`config.mk`:
```
export PLATFORM = sky130hd
export DESIGN_NAME = pipe_phy_responder
export DESIGN_NICKNAME = d
export VERILOG_FILES = /design/src/rtl/pipe_phy_responder.sv
export SDC_FILE = /design/constraint.sdc
export NUM_CORES = 1
export LEC_CHECK = 0
export ABC_AREA = 1
export BUFFER_PORTS_ARGS = -buffer_cell sky130_fd_sc_hd__buf_2
export CAP_MARGIN = 10
export CORE_AREA = 2 2 534 536
export DETAILED_ROUTE_END_ITERATION = 10
export DIE_AREA = 0 0 536 538
export PLACE_DENSITY = 0.3
export SLEW_MARGIN = 0
export SYNTH_ARGS = -nofsm -noshare
export SYNTH_HDL_FRONTEND = slang
export SYNTH_SLANG_ARGS = --single-unit
```
`constraint.sdc`:
```
create_clock -name pclk -period 2.1 [get_ports pclk]
set_input_delay 0.63 -clock pclk [delete_from_list [all_inputs] [get_ports pclk]]
set_output_delay 0.63 -clock pclk [all_outputs]
set_load 0.05 [all_outputs]
```
`src/rtl/pipe_phy_responder.sv`:
```
// pipe_phy_responder
//
// Behavioural PHY-side responder for a PIPE bus. Answers the controller's
// receiver-detect requests, PowerDown changes and the post-reset PhyStatus
// handshake with registered PhyStatus/RxStatus and configurable latencies.
//
// Optional feature: define PIPE_PHY_LOOPBACK_EN to loop Tx data/K/valid and
// TxElecIdle back onto the Rx side (one register of delay) while in P0.
// Without the macro the Rx data outputs are tied to 0 and RxElectricalIdle
// to all ones.
//
// Ports:
//   pclk                 PIPE clock (single domain)
//   reset_n              synchronous active-low reset
//   TxDetectRx_Loopback  per-lane receiver-detect request
//   TxElecIdle           per-lane transmitter electrical idle
//   PowerDown            per-lane power state; lane 0 [3:0] is authoritative
//   TxData/TxDataValid/TxDataK  transmit data path (used only for loopback)
//   PhyStatus            per-lane completion/ready status
//   RxStatus             per-lane 3-bit status code
//   RxData/RxDataValid/RxDataK  receive data path
//   RxElectricalIdle     per-lane receiver electrical idle

module pipe_phy_responder #(
    parameter int unsigned MAXPIPEWIDTH = 32,
    parameter int unsigned LANESNUMBER = 16,
    parameter logic [LANESNUMBER-1:0] DETECT_MASK = '1,
    parameter int unsigned RESET_LATENCY = 8,
    parameter int unsigned DETECT_LATENCY = 4,
    parameter int unsigned PWR_LATENCY = 2
) (
    input  logic                                  pclk,
    input  logic                                  reset_n,
    input  logic [LANESNUMBER-1:0]                TxDetectRx_Loopback,
    input  logic [LANESNUMBER-1:0]                TxElecIdle,
    input  logic [4*LANESNUMBER-1:0]              PowerDown,
    input  logic [MAXPIPEWIDTH*LANESNUMBER-1:0]   TxData,
    input  logic [LANESNUMBER-1:0]                TxDataValid,
    input  logic [(MAXPIPEWIDTH/8)*LANESNUMBER-1:0] TxDataK,
    output logic [LANESNUMBER-1:0]                PhyStatus,
    output logic [3*LANESNUMBER-1:0]              RxStatus,
    output logic [MAXPIPEWIDTH*LANESNUMBER-1:0]   RxData,
    output logic [LANESNUMBER-1:0]                RxDataValid,
    output logic [(MAXPIPEWIDTH/8)*LANESNUMBER-1:0] RxDataK,
    output logic [LANESNUMBER-1:0]                RxElectricalIdle
);

    localparam int unsigned DataW = MAXPIPEWIDTH * LANESNUMBER;
    localparam int unsigned KW    = (MAXPIPEWIDTH / 8) * LANESNUMBER;

    // A latency of 0 behaves as 1; the counter is loaded with latency-1.
    localparam int unsigned RstLat = (RESET_LATENCY == 0) ? 1 : RESET_LATENCY;
    localparam int unsigned DetLat = (DETECT_LATENCY == 0) ? 1 : DETECT_LATENCY;
    localparam int unsigned PwrLat = (PWR_LATENCY == 0) ? 1 : PWR_LATENCY;
    localparam logic [7:0] RstLoad = 8'(RstLat - 1);
    localparam logic [7:0] DetLoad = 8'(DetLat - 1);
    localparam logic [7:0] PwrLoad = 8'(PwrLat - 1);

    localparam logic [3:0] PdP0 = 4'd0;
    localparam logic [3:0] PdP1 = 4'd2;

    typedef enum logic [2:0] {
        StRstWait,
        StIdle,
        StDetWait,
        StDetDone,
        StDetHold,
        StPwrWait,
        StPwrDone
    } state_e;

    state_e                   state_q, state_d;
    logic [7:0]               cnt_q, cnt_d;
    logic [3:0]               cur_pd_q, cur_pd_d;
    logic [LANESNUMBER-1:0]   phy_status_q, phy_status_d;
    logic [3*LANESNUMBER-1:0] rx_status_q, rx_status_d;
    logic [3*LANESNUMBER-1:0] det_status;
    logic                     pd_change;
    logic                     det_req;

    // Detect result code per lane: 3'b011 = receiver present.
    always_comb begin
        det_status = '0;
        for (int i = 0; i < int'(LANESNUMBER); i++) begin
            det_status[3*i +: 3] = DETECT_MASK[i] ? 3'b011 : 3'b000;
        end
    end

    assign pd_change = (PowerDown[3:0] != cur_pd_q);
    // Detection is only honoured in P1 with every transmitter electrically idle.
    assign det_req   = (|TxDetectRx_Loopback) && (&TxElecIdle) && (cur_pd_q == PdP1);

    always_comb begin
        state_d  = state_q;
        cnt_d    = cnt_q;
        cur_pd_d = cur_pd_q;
        unique case (state_q)
            StRstWait: begin
                if (cnt_q == 8'd0) state_d = StIdle;
                else               cnt_d   = cnt_q - 8'd1;
            end
            StIdle: begin
                // Power change wins; a still-held detect request is picked up later.
                if (pd_change) begin
                    cur_pd_d = PowerDown[3:0];
                    cnt_d    = PwrLoad;
                    state_d  = StPwrWait;
                end else if (det_req) begin
                    cnt_d   = DetLoad;
                    state_d = StDetWait;
                end
            end
            StDetWait: begin
                if (cnt_q == 8'd0) state_d = StDetDone;
                else               cnt_d   = cnt_q - 8'd1;
            end
            StDetDone: state_d = StDetHold;
            StDetHold: begin
                // Hold until the request drops so a held request cannot re-trigger.
                if (TxDetectRx_Loopback == '0) state_d = StIdle;
            end
            StPwrWait: begin
                if (cnt_q == 8'd0) state_d = StPwrDone;
                else               cnt_d   = cnt_q - 8'd1;
            end
            StPwrDone: state_d = StIdle;
            default:   state_d = StRstWait;
        endcase
    end

    // Outputs registered from the next state so they line up with it.
    always_comb begin
        phy_status_d = '0;
        rx_status_d  = '0;
        if (state_d == StRstWait || state_d == StDetDone || state_d == StPwrDone) begin
            phy_status_d = '1;
        end
        if (state_d == StDetDone) begin
            rx_status_d = det_status;
        end
    end

    always_ff @(posedge pclk) begin
        if (!reset_n) begin
            state_q      <= StRstWait;
            cnt_q        <= RstLoad;
            cur_pd_q     <= PdP1;
            phy_status_q <= '1;
            rx_status_q  <= '0;
        end else begin
            state_q      <= state_d;
            cnt_q        <= cnt_d;
            cur_pd_q     <= cur_pd_d;
            phy_status_q <= phy_status_d;
            rx_status_q  <= rx_status_d;
        end
    end

    assign PhyStatus = phy_status_q;
    assign RxStatus  = rx_status_q;

`ifdef PIPE_PHY_LOOPBACK_EN
    logic [DataW-1:0]       rx_data_q;
    logic [LANESNUMBER-1:0] rx_valid_q;
    logic [KW-1:0]          rx_k_q;
    logic [LANESNUMBER-1:0] rx_eidle_q;

    always_ff @(posedge pclk) begin
        if (!reset_n) begin
            rx_data_q  <= '0;
            rx_valid_q <= '0;
            rx_k_q     <= '0;
            rx_eidle_q <= '1;
        end else if (cur_pd_q == PdP0) begin
            rx_data_q  <= TxData;
            rx_valid_q <= TxDataValid;
            rx_k_q     <= TxDataK;
            rx_eidle_q <= TxElecIdle;
        end else begin
            rx_data_q  <= '0;
            rx_valid_q <= '0;
            rx_k_q     <= '0;
            rx_eidle_q <= '1;
        end
    end

    assign RxData           = rx_data_q;
    assign RxDataValid      = rx_valid_q;
    assign RxDataK          = rx_k_q;
    assign RxElectricalIdle = rx_eidle_q;

    // Only lane 0's PowerDown field is acted on.
    logic unused_pd;
    assign unused_pd = ^PowerDown[4*LANESNUMBER-1:4];
`else
    assign RxData           = '0;
    assign RxDataValid      = '0;
    assign RxDataK          = '0;
    assign RxElectricalIdle = '1;

    // Tx data path is only consumed by the loopback build.
    logic unused_inputs;
    assign unused_inputs = ^{PowerDown[4*LANESNUMBER-1:4], TxData, TxDataValid, TxDataK};
`endif

endmodule

```
==> results of run 1 <==
[sequential cells by signal, indices dropped and copies added (netlist names)]
name / flops
PhyStatus: 1
state_q: 3
cur_pd_q: 4
RxStatus: 1
cnt_q: 8
[per-stage QoR]
step / hold slack, ns / utilization [%]
3_3_place_gp: 0.4628 / 3.090
4_1_cts: 0.4749 / 3.118
2_1_floorplan: 0.4381 / -
5_1_grt: 0.5082 / 3.118
6_report: 0.4714 / 3.118
3_5_place_dp: 0.4609 / 3.090
[final cells by class]
class	count	area, sq um	share of cell area, %
Inverter	28	105.1	1.190
Sequential cell	17	340.3	3.853
Clock buffer	4	78.83	0.8925
Tap cell	3762	4707	53.29
Timing Repair Buffer	97	540.5	6.120
Multi-Input combinational cell	776	3060	34.65
[metal layers]
layer,track usage (%),share of wire (%)
met1,0.5499,32
met2,0.9362,54
met3,0.1625,13
met4,0.2137,1.8
met5,0,0
[cells in the mapped netlist (all sizes together) (2+ instances only)]
| cell | number | area (sq um) |
|---|---|---|
| a21oi | 14 | 77.58 |
| buf | 672 | 5046 |
| conb | 2 | 7.510 |
| dfxtp | 17 | 340.3 |
| inv | 28 | 105.1 |
| nand2 | 63 | 262.8 |
| nand3 | 16 | 92.59 |
| nand4 | 3 | 18.77 |
| nor2 | 42 | 165.2 |
| o21ai | 6 | 30.03 |
| xor2 | 3 | 26.28 |
[logic make-up (layout without fill, tap and decap cells)]
kind of cell	count (synthesis)	after routing	synth area share (%)
flip-flops	17	17	5.466
other	2	624	0.1206
AO/OA/AOI/OAI	21	21	1.849
adder cells (fa/ha/maj)	1	1	0.2009
XOR/XNOR	4	4	0.5628
buffers and inverters	701	129	82.88
AND/OR/NAND/NOR	126	126	8.923
[how the worst max path moves through the flow]
stage | depth (start not counted) | from | end
4_1_cts | 11 | TxElecIdle[0] | PhyStatus[14]$_SDFF_PN1_
5_1_grt | 12 | TxElecIdle[0] | PhyStatus[14]$_SDFF_PN1_
3_3_place_gp | 12 | TxElecIdle[0] | PhyStatus[14]$_SDFF_PN1_
3_5_place_dp | 11 | TxElecIdle[0] | PhyStatus[14]$_SDFF_PN1_
2_1_floorplan | 1 | RxStatus[45]$_SDFF_PN0_ | RxStatus[10]
6_report | 12 | TxElecIdle[0] | PhyStatus[14]$_SDFF_PN1_
[worst max-delay path: stages]
cell,delay [ns]
buf_2,0.07
nand2_1,0.04
nor2_1,0.11
buf_4,0.15
nand3_1,0.09
nor2_1,0.11
nand2_1,0.14
nand2_1,0.12
inv_1,0.04
nor2_1,0.23
nand3_1,0.11
nand2_1,0.08
[power by group through the flow]
stage / sequential [mW] / combinational [mW] / clock, mW
2_1_floorplan: 0.503 / 4.30 / 0
3_3_place_gp: 0.499 / 3.67 / 0
3_5_place_dp: 0.493 / 3.65 / 0
4_1_cts: 0.486 / 3.65 / 0.411
5_1_grt: 0.499 / 3.92 / 0.428
6_report: 0.486 / 3.66 / 0.392
[layout by cell type (no fill, tap or decap), drive strengths merged]
master and instances:
inv 28, o21ai 6, clkbuf 4, conb 624, nand4 3, nor3 1
xnor2 1, xor2 3, and3 1, ha 1, a21oi 14, nand3 16
nand2 63, buf 97, dfxtp 17, o211ai 1, nor2 42
==> reports/summary.log, run 1 <==
[power_and_ir_drop] reported leakage power 3.060 nW
[power_and_ir_drop] fraction of power spent switching nets 76.57%
[clock_network] H-tree depth 1
[final_layout] antenna diode count 0
[synthesis] Post-synth ARST share 0%
[synthesis] warning count from the yosys run 0
[placed_design] placed standard-cell area 8753 sq um
[final_layout] # fillers 33920
[synthesis] number of distinct library cells after synthesis 26
[worst_setup_path] arrival time at the worst endpoint 1.93 ns
[placed_design] dpl ws 0.006214 ns
[worst_setup_path] setup slack of the worst register-to-register path 0.38 ns
[drt] number of DRC violations after detailed-routing iteration 0 14
[clock_network] root buffer cell clkbuf_16
[power_and_ir_drop] net switching component of the power 3.472 mW
[worst_setup_path] biggest fanout along the worst timing path 4
[synthesis] post-synthesis register bit count 17
[drt] final WL 9649 um
[sta] max-slew violation total from the final report 0
[placed_design] placed instance count 4680
[power_and_ir_drop] sequential fraction of design power 10.7%
[worst_setup_path] depth of the worst register-to-register path 9
[clock_network] TritonCTS clock tree yes
[floorplan] Die Y 538 um
[power_and_ir_drop] Power per Cell Area 513.3 nW/um^2
[final_layout] final design area excluding fillers 8832 sq um
[power_and_ir_drop] part of the total power dissipated in combinational logic 80.6%
[power_and_ir_drop] highest ir drop seen on vdd 0.2813 mV
[placed_design] IO Port Bufs 85
[drt] DRC violations left 0
[floorplan] FP Rows 196
[floorplan] total die area 288400 sq um
[floorplan] initial core utilization 2.198%
[sta] post-layout min period 1.740 ns
[grt] number of antenna violations at the first check in global routing 6
[sta] Worst Slack Setup Final 0.3604 ns
[worst_setup_path] terminus of the critical flop-to-flop path cnt_q[7]$_SDFFE_PN0P_
[drt] ANT nets after route 0
[clock_network] clock-pin slew of the registers on the worst-case setup and hold paths 0.06 ns
[grt] pin count of the biggest net entering global routing 33
[worst_setup_path] nature of the critical path endpoint flop
[clock_network] post-CTS setup buffers 0
[sta] Period Utilization, post-route 82.84%
[sta] total count of hold-check failures in the final report 0
[final_layout] Synth-to-Final Area Change 41.86%
[worst_setup_path] worst r2r src cnt_q[0]$_SDFFE_PN1P_
[placed_design] detailed placer's ending HPWL 9176 um
[floorplan] I/O pin count 1362
[drt] number of vias after detailed routing 3041
[clock_network] number of buffers inserted during clock tree synthesis 3
[floorplan] core box area 283200 sq um
[hold_path] worst hold endpoint cnt_q[1]$_SDFFE_PN1P_
[worst_setup_path] CP required 2.29 ns
[synthesis] Mapped Area 6226 sq um
[drt] Routed wire per std cell 2.060 um
[hold_path] type of the most critical hold path reg -> reg
[worst_setup_path] Setup CP Type in -> reg
[sta] final count of negative-setup-slack endpoints 0
[drt] Vias per Instance 0.6492
[sta] maximum clock rate 574.9 MHz
[final_layout] number of cells in the finished layout apart from fillers 4684
[grt] first-pass GRT wire length 10930 um
[run] Max-Cap Viols 0
[power_and_ir_drop] cell internal power dissipation 1.062 mW
[clock_network] CTS Sinks 17
[final_layout] Nets 1614
[sta] Max Clock Skew 0.002863 ns
[worst_setup_path] Startpoint Class input pin
[sta] unrepaired setup endpoints after global routing no
[synthesis] Mean Syn Cell Area 7.140 sq um
[hold_path] WHS Path Cells 2
[clock_network] maximum buffer depth of the clock tree 2
[floorplan] die extent in x 536 um
[sta] post-route setup TNS 0 ns
[power_and_ir_drop] post-layout power 4.534 mW
[run_status] result of the run finished, final reports clean
[clock_network] insertion delay to the later sink of the worst-skew pair 0.25 ns
[synthesis] count of flip-flops with a built-in enable after synthesis 0
[placed_design] GP Congestion 0.6013
[synthesis] proportion of synthesized chip area in sequential cells 5.466%
[hold_path] HP Start cnt_q[1]$_SDFFE_PN1P_
[clock_network] number of buffers added to fix hold violations after cts 0
[grt] GRT Overall Usage 0.5166%
[power_and_ir_drop] clock group share of total power 8.7%
[clock_network] post-CTS resize count 0
[synthesis] cells after synthesis 872
[grt] Remaining Overflow, GRT 0
[grt] via count of the first global-routing pass 1778
[synthesis] most frequently used flop master after synthesis dfxtp_1
[drt] first-pass detailed-route iteration total 4
[final_layout] ratio of cells with drive above 1 in the final layout 12.04%
Note: power is estimated with default switching activity, not from simulation.
==> run 2, diff against run 1 <==
- clock period: 2.1 -> 1.76 ns (I/O delays scaled with it)
==> run 2 against run 1 <==
  * Sequential share of layout area about the same
  * Total power up 21%
  * Wire length decreased by 0.97%
  * Sequential power increased by 20%
  * Combinational power up 22%
  * Non-clock buffer count up 7
  * Via count grew 2.1%
  * Setup slack worse by 0.21 ns
  * Clock power grew 18%
  * Count of clock-buffer cells in the layout did not move
  * First-iteration DRC count rose by 57%
  * Die area unchanged
  * Critical endpoint is now cnt_q[0]$_SDFFE_PN1P_
==> reports/summary.log, run 2 (synthesis results as in run 1) <==
[sta] hold slack final 0.4677 ns
[final_layout] antenna diode count 0
[worst_setup_path] Setup CP Type in -> reg
[power_and_ir_drop] clock group share of total power 8.4%
[final_layout] ratio of cells with drive above 1 in the final layout 13.35%
[worst_setup_path] Critical-path top delay cell buf_4
[grt] GRT Overall Usage 0.5114%
[drt] number of vias after detailed routing 3105
[worst_setup_path] total stage count of the critical path 11
[grt] first-pass GRT wire length 10630 um
[floorplan] Die Y 538 um
[clock_network] root buffer cell clkbuf_16
[grt] global routing met2 resource utilization 0.9005%
[clock_network] CTS Sinks 17
[sta] Period Utilization, post-route 91.58%
[sta] max-slew violation total from the final report 0
[power_and_ir_drop] highest ir drop seen on vdd 0.3675 mV
[sta] post-route setup TNS 0 ns
[sta] maximum clock rate 620.4 MHz
[grt] pin count of the biggest net entering global routing 33
[worst_setup_path] combined buffer and inverter count along the critical path 2
[sta] final count of negative-setup-slack endpoints 0
[clock_network] number of buffers added to fix hold violations after cts 0
[run] Max-Cap Viols 0
[power_and_ir_drop] cell internal power dissipation 1.349 mW
[run_status] result of the run finished, final reports clean
[worst_setup_path] biggest fanout along the worst timing path 9
[worst_setup_path] largest stage delay on the critical path 0.19 ns
[final_layout] Nets 1621
[drt] first-pass detailed-route iteration total 4
[worst_setup_path] CP required 1.90 ns
[sta] Max Clock Skew 0.003754 ns
[sta] post-layout min period 1.612 ns
[drt] DRC violations left 0
[clock_network] H-tree depth 1
[worst_setup_path] CP cell instances buf_2, nand2_1, nor2_1, buf_4, nand3_1, nor2_1, nand2_2, nand2_4, nand2_8, a21oi_1, o21ai_0
[grt] met1 track demand over resource in global routing 0.5337%
[drt] final WL 9555 um
[power_and_ir_drop] fraction of power spent switching nets 75.50%
[final_layout] leading cell types in the layout, fill and taps excluded conb_1, buf_2, nand2_1
[grt] GRT met3 Usage 0.1848%
[floorplan] total die area 288400 sq um
[power_and_ir_drop] part of the total power dissipated in combinational logic 81.1%
[worst_setup_path] nature of the critical path endpoint flop
[power_and_ir_drop] Power per Cell Area 618.1 nW/um^2
[hold_path] WHS Path Cells 2
[power_and_ir_drop] reported leakage power 3.098 nW
[clock_network] number of buffers inserted during clock tree synthesis 3
[placed_design] detailed placer's ending HPWL 9051 um
[clock_network] maximum buffer depth of the clock tree 2
[drt] ANT nets after route 0
[clock_network] clock-pin slew of the registers on the worst-case setup and hold paths 0.05 ns
[grt] number of antenna violations at the first check in global routing 7
[final_layout] Synth-to-Final Area Change 43.13%
[clock_network] insertion delay to the later sink of the worst-skew pair 0.25 ns
[drt] number of DRC violations after detailed-routing iteration 0 22
[final_layout] Largest register FFs 8
[grt] global-route layer with the greatest usage met2
[placed_design] placed instance count 4687
[clock_network] post-CTS setup buffers 0
[drt] Routed wire per std cell 2.037 um
[power_and_ir_drop] net switching component of the power 4.159 mW
[grt] via count of the first global-routing pass 1772
[worst_setup_path] arrival time at the worst endpoint 1.75 ns
[placed_design] GP Congestion 0.5954
[floorplan] initial core utilization 2.198%
[hold_path] type of the most critical hold path reg -> reg
[placed_design] IO Port Bufs 85
[power_and_ir_drop] sequential fraction of design power 10.6%
[drt] Vias per Instance 0.6619
[final_layout] largest registers in the final layout cnt_q x8, cur_pd_q x4, state_q x3
[grt] Remaining Overflow, GRT 0
[floorplan] FP Rows 196
[worst_setup_path] family with the most delay on the worst path simple AND/OR/NAND/NOR gates
[worst_setup_path] Crit path top cell by count nor2_1
[final_layout] most frequent standard cell in the layout excluding fill and tap cells conb_1
[sta] total count of hold-check failures in the final report 0
[final_layout] Biggest register cnt_q
[clock_network] TritonCTS clock tree yes
[floorplan] core box area 283200 sq um
[final_layout] number of cells in the finished layout apart from fillers 4691
[floorplan] die extent in x 536 um
[worst_setup_path] depth of the worst register-to-register path 10
[worst_setup_path] Startpoint Class input pin
[clock_network] post-CTS resize count 0
[floorplan] I/O pin count 1362
run 2: worst paths after layout:
check | from | endpoint | slack (ns)
max | TxElecIdle[0] | cnt_q[0]$_SDFFE_PN1P_ | 0.15
min | cnt_q[1]$_SDFFE_PN1P_ | cnt_q[1]$_SDFFE_PN1P_ | 0.47
max reg2reg | cnt_q[0]$_SDFFE_PN1P_ | cnt_q[3]$_SDFFE_PN0P_ | 0.16
min reg2reg | cnt_q[1]$_SDFFE_PN1P_ | cnt_q[1]$_SDFFE_PN1P_ | 0.47
run 2: power by group through the flow:
stage	Sequential, mW	Combinational [mW]	Clock, mW
after floorplan	0.600	5.13	0
after global placement	0.596	4.48	0
after detailed placement	0.591	4.45	0
after CTS	0.582	4.45	0.490
after global routing	0.602	4.78	0.512
final	0.581	4.47	0.462
run 2: final cells by class:
class	count	area [sq um]
inverter	28	105.1
multi-input combinational	776	3073
sequential	17	341.6
clock buffer	4	78.83
fill	33930	274300
timing repair buffer	104	605.6
tap	3762	4707
run 2: routing by layer:
layer,vias up,routed length [um]
met1,1306,2921
met5,-,0
met3,13,1322
met2,334,5090
met4,0,221
li1,1452,-
run 2: per-stage QoR:
stage / cell area (sq um) / utilization, % / power, mW / worst slack (ns)
floorplan: 8562 / - / 5.733 / 0.07349
global route: 8911 / 3.146 / 5.890 / -0.003277
global placement: 8820 / 3.114 / 5.071 / -0.2589
finish: 8911 / 3.146 / 5.508 / 0.1482
detailed placement: 8820 / 3.114 / 5.040 / -0.2357
CTS: 8899 / 3.142 / 5.526 / 0.03051
run 2: tightest hold or removal path, cell delays in order (launching register included):
cell and delay, ns:
dfxtp_1 0.32, nand2_1 0.05, nand3_1 0.07
